<file path="src/rtl/prog_loader_arbiter.sv">
`default_nettype none
// ============================================================================
// Module   : prog_loader_arbiter
// Purpose  : Owns the single write/read port of the computador instruction/
//            data memory. After reset the CPU is held stalled while host
//            words are streamed into consecutive addresses from 0. The CPU is
//            then released, and its memory accesses are forwarded to the port.
//            A reload request pauses the CPU and restarts loading.
// Ports    : clock, resetn        - clock (rising edge), async active-low reset
//            ld_valid/ld_data/ld_last/ld_ready - host program stream
//            ld_start             - reload request (honoured in RUN only)
//            cpu_req/cpu_we/cpu_addr/cpu_wdata - CPU access request
//            cpu_gnt              - one-cycle grant pulse
//            cpu_run              - CPU enable (stalled while 0)
//            mem_addr/mem_wdata/mem_wr - registered memory port
//            load_count           - words written by current/most recent load
//            state                - LOAD=0, BOOT=1, RUN=2, PAUSE=3
//            ld_csum              - running sum of loaded words (optional)
// Config   : define PROG_LOADER_CHECKSUM_EN to add the ld_csum output.
// Revision : 1.0 - initial release
// ============================================================================
module prog_loader_arbiter #(
  parameter int ADDR_W = 16,
  parameter int DATA_W = 16
) (
  input  logic              clock,
  input  logic              resetn,
  input  logic              ld_valid,
  input  logic [DATA_W-1:0] ld_data,
  input  logic              ld_last,
  input  logic              ld_start,
  output logic              ld_ready,
  input  logic              cpu_req,
  input  logic              cpu_we,
  input  logic [ADDR_W-1:0] cpu_addr,
  input  logic [DATA_W-1:0] cpu_wdata,
  output logic              cpu_gnt,
  output logic              cpu_run,
  output logic [ADDR_W-1:0] mem_addr,
  output logic [DATA_W-1:0] mem_wdata,
  output logic              mem_wr,
  output logic [ADDR_W-1:0] load_count,
`ifdef PROG_LOADER_CHECKSUM_EN
  output logic [DATA_W-1:0] ld_csum,
`endif
  output logic [1:0]        state
);

  typedef enum logic [1:0] {
    ST_LOAD  = 2'd0,
    ST_BOOT  = 2'd1,
    ST_RUN   = 2'd2,
    ST_PAUSE = 2'd3
  } state_t;

  // Highest address; accepting a word here fills the memory completely.
  localparam logic [ADDR_W-1:0] c_last_addr = '1;

  state_t              r_state,      w_state_nxt;
  logic [ADDR_W-1:0]   r_mem_addr,   w_mem_addr;
  logic [DATA_W-1:0]   r_mem_wdata,  w_mem_wdata;
  logic                r_mem_wr,     w_mem_wr;
  logic                r_cpu_gnt,    w_cpu_gnt;
  logic [ADDR_W-1:0]   r_load_count, w_load_count;
`ifdef PROG_LOADER_CHECKSUM_EN
  logic [DATA_W-1:0]   r_csum,       w_csum;
`endif

  always_ff @(posedge clock or negedge resetn) begin
    if (!resetn) begin
      r_state      <= ST_LOAD;
      r_mem_addr   <= '0;
      r_mem_wdata  <= '0;
      r_mem_wr     <= 1'b0;
      r_cpu_gnt    <= 1'b0;
      r_load_count <= '0;
`ifdef PROG_LOADER_CHECKSUM_EN
      r_csum       <= '0;
`endif
    end else begin
      r_state      <= w_state_nxt;
      r_mem_addr   <= w_mem_addr;
      r_mem_wdata  <= w_mem_wdata;
      r_mem_wr     <= w_mem_wr;
      r_cpu_gnt    <= w_cpu_gnt;
      r_load_count <= w_load_count;
`ifdef PROG_LOADER_CHECKSUM_EN
      r_csum       <= w_csum;
`endif
    end
  end

  always_comb begin
    // Address/data hold their last value; strobes fall back to 0.
    w_state_nxt  = r_state;
    w_mem_addr   = r_mem_addr;
    w_mem_wdata  = r_mem_wdata;
    w_mem_wr     = 1'b0;
    w_cpu_gnt    = 1'b0;
    w_load_count = r_load_count;
`ifdef PROG_LOADER_CHECKSUM_EN
    w_csum       = r_csum;
`endif
    case (r_state)
      ST_LOAD: begin
        // ld_ready is 1 throughout LOAD, so ld_valid alone marks acceptance.
        if (ld_valid) begin
          w_mem_addr   = r_load_count;
          w_mem_wdata  = ld_data;
          w_mem_wr     = 1'b1;
          w_load_count = r_load_count + 1'b1;
`ifdef PROG_LOADER_CHECKSUM_EN
          w_csum       = r_csum + ld_data;
`endif
          if (ld_last || (r_load_count == c_last_addr)) begin
            w_state_nxt = ST_BOOT;
          end
        end
      end
      ST_BOOT: begin
        // Single cycle in which the final load write retires.
        w_state_nxt = ST_RUN;
      end
      ST_RUN: begin
        // A CPU access in the same cycle as a reload request is still served.
        if (cpu_req) begin
          w_mem_addr  = cpu_addr;
          w_mem_wdata = cpu_wdata;
          w_mem_wr    = cpu_we;
          w_cpu_gnt   = 1'b1;
        end
        if (ld_start) begin
          w_state_nxt = ST_PAUSE;
        end
      end
      ST_PAUSE: begin
        w_load_count = '0;
`ifdef PROG_LOADER_CHECKSUM_EN
        w_csum       = '0;
`endif
        w_state_nxt  = ST_LOAD;
      end
      default: begin
        w_state_nxt = ST_LOAD;
      end
    endcase
  end

  assign ld_ready   = (r_state == ST_LOAD);
  assign cpu_run    = (r_state == ST_RUN);
  assign state      = r_state;
  assign mem_addr   = r_mem_addr;
  assign mem_wdata  = r_mem_wdata;
  assign mem_wr     = r_mem_wr;
  assign cpu_gnt    = r_cpu_gnt;
  assign load_count = r_load_count;
`ifdef PROG_LOADER_CHECKSUM_EN
  assign ld_csum    = r_csum;
`endif

endmodule
`default_nettype wire

</file>
<file path="config.mk">
export PLATFORM = sky130hd
export DESIGN_NAME = prog_loader_arbiter
export DESIGN_NICKNAME = d
export VERILOG_FILES = /design/src/rtl/prog_loader_arbiter.sv
export SDC_FILE = /design/constraint.sdc
export NUM_CORES = 1
export LEC_CHECK = 0
export CORE_MARGIN = 3
export CORE_UTILIZATION = 39
export CTS_CLUSTER_DIAMETER = 200
export DETAILED_ROUTE_END_ITERATION = 8
export GPL_ROUTABILITY_DRIVEN = 0
export PLACE_DENSITY_LB_ADDON = 0.15
export SYNTH_ARGS = -nofsm -noshare
export SYNTH_HDL_FRONTEND = slang
export SYNTH_SLANG_ARGS = --single-unit
</file>
<file path="constraint.sdc">
create_clock -name clock -period 2.1 [get_ports clock]
set_clock_uncertainty 0.2 [all_clocks]
set_input_delay 0.525 -clock clock [delete_from_list [all_inputs] [get_ports clock]]
set_output_delay 0.525 -clock clock [all_outputs]
set_load 0.03 [all_outputs]
</file>
Word-level counts from Yosys, hierarchy flattened
Cells that the tools add are included.

Register bits: 52. Bits in latches: 0. Bits in writable memories: 0. Bits in read-only memories: 0. Input port bits: 55. Word-level logic and storage cells: 39. Memories: 0.

Add/sub/neg operators: 1. Multiply operators: 0. Divide/modulo/power cells: 0. Magnitude comparators: 0. Eq/ne operators: 8. Shifts and indexed selects: 0. Mux-type cells: 17. Bitwise gates (word level): 0. Reduce and logical (&&, ||, !) cells: 7.

Operator list (number): one-hot mux 16 bit (2 select lines) (3); 2-to-1 mux 16 bit (5); adder 16 x 1 -> 16 bit (second input constant) (1); == test 16 bit (second input constant) (1); one-hot mux 2 bit (4 select lines) (1); 2-to-1 mux 2 bit (3); inequality test 2 bit (second input constant) (3); AND reduction 3 bit (2); == test 2 bit (second input constant) (2); 2-to-1 mux 1 bit (4); nonzero test 2 bit (2); == test 2 x 1 -> 1 bit (second input constant) (1); zero test 2 bit (1); inequality test 2 x 1 -> 1 bit (second input constant) (1); one-hot mux 1 bit (2 select lines) (1); AND reduction 2 bit (1); logical OR 1 bit (1).

Logic depth before layout (Yosys ltp)
Depth after elaboration: 5. Gate-level depth with buffers: 9. Mapped depth without buffers: 6.

Worst setup path before layout
OpenSTA, ideal clock, no wires.

Path kind: reg-to-reg. Start: reg r_state[0] (netlist: state[0]). End: reg r_load_count[15] (netlist: load_count[15]). Library setup time: 77 ps. Arrival time: 2417 ps. Path slack: -594 ps. Stages on the path, launching flop included: 9. Buffers on the path: 2. Period minus slack after synthesis: 2694 ps. Cell sequence: dfrtp_1 > inv_1 > ha_1 > buf_6 > mux2i_1 > or3_1 > buf_2 > or4_1 > a21oi_1.

Longest elaborated chain between the ends: 3.

Ends and longest elaborated chain: start, declared (line 59) `state_t r_state, w_state_nxt;`; start signal, assigned (line 81) `r_state <= w_state_nxt;`; zero test 2 bit *; named net ld_ready (line 32) `output logic ld_ready,`; inequality test 2 bit (no source line) or nonzero test 2 bit (tied branches); AND reduction 2 bit (no source line); end signal, assigned (line 86) `r_load_count <= w_load_count;`; end, declared (line 64) `logic [ADDR_W-1:0] r_load_count, w_load_count;`.

The timed path passes the listed nets; every way through them passes the cells marked *. A chain may end at the register's enable or synchronous reset.

Final worst setup path
Start: reg r_state[1] (netlist: state[1]). End: reg r_load_count[14] (netlist: load_count[14]).

Longest elaborated chain between the ends: 3.

Ends and longest elaborated chain: == test 2 bit or zero test 2 bit (tied branches) (line 104) `case (r_state)`; nonzero test 2 bit (no source line) or inequality test 2 bit (tied branches); AND reduction 2 bit (no source line).

Parallel ways exist; a longest one is shown, timed or not.

==> metrics.md <==
| Metric | Value |
|---|---|
| Outcome | `finished with violations` |
| Failing checks | `negative setup slack` |
| Die H | `88.0 µm` |
| Via count | `2451` |
| Wl on met1 | `3.14 mm` |
| Hold Path Class | `reg -> reg` |
| Port buffer count | `108` |
| Critical R2R Launch | `state[1]` |
| Worst Reg-to-Reg Cells | `7` |
| CP max FO | `4` |
| Via density | `between 5 and 6` |
| H-tree depth | `2` |
| Final worst-path cycle share | `103%` |
| Highest Signal Layer | `met4` |
| WL met2 | `3.54 mm` |
| Commonest register cell after synthesis | `dfrtp_1` |
| Worst skew pair latency | `300 ps` |
| #FFs+latches synth | `52` |
| Synth area leaders | `dfrtp_1 50%, mux2i_1 13%, a21oi_1 7.4%` |
| Synth Net Count | `325` |
| Clock share of power | `10.0%` |
| Met3 wire len | `587 µm` |
| Net switching power figure | `2.63 mW` |
| Critical path launch point type | `flop` |
| Worst-Margin Slew | `about 530 ps` |
| Layout Nets | `454` |
| Number of synthesized flops with an enable pin | `0` |
| CP max-delay cell | `or4_1` |
| Largest net degree at the start of global routing | `29` |
| Comb pwr share | `63.2%` |
| Crit path time final | `2160 ps` |
| Worst-path clk slew | `90 ps` |
| FF+latch area | `between 0.001 and 0.0015 mm²` |
| Setup slack after layout | `-59.5 ps` |
| Post-layout util | `between 60% and 70%` |
| CP arrival | `about 2200 ps` |
| Final Hold Viols | `0` |
| Die Wd | `88.0 µm` |
| Total core area | `around 0.0064 mm²` |
| Worst reg2reg setup slack | `-60 ps` |
| Place WS | `-452 ps` |
| Critical Path, Cell by Cell | `inv_2 > ha_4 > mux2i_4 > buf_6 > or3_4 > or4_1 > a21oi_1` |
| Pint | `3.34 mW` |
| Average size of a mapped cell | `9.90 µm²` |
| Seq/Total Area, Yosys | `about half` |
| Most frequent cells in the layout | `63 x clkdlybuf4s50_1, 46 x dfrtp_1, 41 x nor2_1` |
| Max-cap viol count | `0` |
| Area of the multi-input gates | `0.00131 mm²` |
| Avg WL per Cell | `15.5 µm` |
| FMAX | `463 MHz` |
| Vias in the first global route | `between 2000 and 2500` |
| DPL Wire Length | `5.43 mm` |
| CTS tree | `done` |
| Rows | `29` |
| Hold WS | `~330 ps` |
| Hold path endpoint | `mem_wdata[15]` |
| Initial Util | `roughly two fifths` |
| # diodes | `0` |
| WP data required | `2130 ps` |
| Slowest stage delay, CP | `420 ps` |
| Worst IR Drop VDD | `between 600 and 700 µV` |
| First-pass GRT wire length | `11.6 mm` |
| Switching Fraction | `44.0%` |
| Synth async-reset ratio | `100%` |
| Yosys top cell area share | `49.6%` |
| Clock buffer count from CTS | `5` |
| Root Driver | `clkbuf_8` |
| Mapped cell area | `0.00262 mm²` |
| Clock Tree Buf Depth | `2` |
| Non-Filler Instances | `472` |
| Post-DP Area | `about 0.004 mm²` |
| Sink Count | `52` |
| Fillcell total | `527` |
| Seq pwr share | `between 20% and 30%` |
| Slew headroom | `64.7%` |
| Die Area | `0.00775 mm²` |
| Num ports | `109` |
| Fin. max-slew vios | `0` |
| Number of antenna violations at the first check in global routing | `0` |
| Fin Setup TNS | `-94.9 ps` |
| Final instance area | `0.00422 mm²` |
| Yosys Warn Count | `0` |
| Initial DRC count | `96` |
| Commonest non-fill, non-tap cell in the layout | `clkdlybuf4s50_1` |
| Top Family by Delay on Critical Path | `simple AND/OR/NAND/NOR gates` |
| Gate Count Post-Synth | `265` |
| Synthesis-to-finish area growth | `60.8%` |
| Worst path depth | `7` |
| Buf/Inv on CP | `2` |
| Drt pass-1 iters | `4` |
| Cell taking the most area after synthesis | `dfrtp_1` |
| Reg-to-reg critical path endpoint | `load_count[14]` |
| GRT Util Overall | `a little under a fifth` |
| Critical Setup Path Class | `reg -> reg` |
| Hold Crit Depth | `2` |
| DRC | `0` |
| Power Dens Cells | `1410 mW/mm²` |
| Power Total | `5.97 mW` |
| Share of cells above drive strength 1 | `17.0%` |
| Post-route ant nets | `0` |
| Total gr overflow | `0` |
| Count of different cell masters after synthesis | `38` |
| Leak | `1.94 nW` |
| Unrepaired setup endpoints after global routing | `yes` |
| Placed instance count | `between 400 and 500` |
| Hold_sp | `mem_wdata[15]` |
| Final setup fails | `2` |
| Crit end category | `flop` |
| Final wirelength | `7.33 mm` |
-- timing repair --
item / 4_1_cts / 5_1_grt
pin swaps: 1 / 4
hold buffers: 1 / 0
setup buffers: 0 / 2
gates resized for setup: 22 / 38
endpoints found under the hold margin: 10 / 0
setup endpoints to repair: 26 / 28
-- worst min-delay path: stages (launching register included) --
cell     delay [ps]
dfrtp_1         340
nor2_1           40
a21oi_1         100
-- registers in the layout (all words and copies together) (netlist names) --
name and count:
cpu_gnt 1, state 2, mem_addr 16, load_count 16
mem_wdata 16, mem_wr 1
-- layout make-up --
type	count	share of cell area, %
Tap cell	77	2.28
Clock inverter	1	0.178
Clock buffer	7	2.05
Multi-Input combinational cell	190	31.1
Inverter	6	0.593
Timing Repair Buffer	139	32.8
Sequential cell	52	31.0
-- synth_stat cells, drive strengths merged (4+ instances only) --
cell / instances
dfrtp: 52
nor2: 41
a21oi: 39
mux2i: 33
nand2: 10
buf: 9
clkbuf: 8
inv: 6
or3: 6
or4: 6
xnor2: 6
ha: 5
o31ai: 5
nand3: 4
-- power groups by stage --
| stage | combinational [mW] | clock [mW] | sequential, mW |
|---|---|---|---|
| after global routing | 4.11 | 0.661 | 1.65 |
| after CTS | 3.75 | 0.615 | 1.60 |
| after detailed placement | 3.73 | 0 | 1.62 |
| after floorplan | 1.54 | 0 | 2.35 |
| after global placement | 3.66 | 0 | 1.61 |
| final | 3.78 | 0.598 | 1.60 |
-- routing by layer --
| metal | vias up | GRT usage, % |
|---|---|---|
| met5 | - | 0 |
| met4 | 0 | 3.57 |
| met3 | 7 | 4.42 |
| met2 | 91 | 32.0 |
| met1 | 1158 | 24.6 |
| li1 | 1195 | - |
-- worst max path at each step --
stage / slack [ps] / to / startpoint
5_1_grt: -100 / load_count[14] / state[1]
6_report: -60 / load_count[14] / state[1]
3_3_place_gp: -410 / load_count[14] / ld_valid
3_5_place_dp: -450 / load_count[14] / ld_valid
4_1_cts: -40 / load_count[14] / state[1]
2_1_floorplan: -240 / load_count[15] / state[1]
-- cell families (layout without fill, tap and decap cells) --
family / count (synthesis) / in the layout / synth area share, %
and+or+nand+nor: 86 / 86 / 15.8
AOI/OAI and AO/OA: 59 / 59 / 13.3
DFF: 52 / 52 / 49.6
muxes: 34 / 34 / 13.0
buffers and inverters: 23 / 153 / 3.86
xor gates and xnor gates: 6 / 6 / 2.00
adders and majority gates: 5 / 5 / 2.38
(Power assumes the default switching activity.)
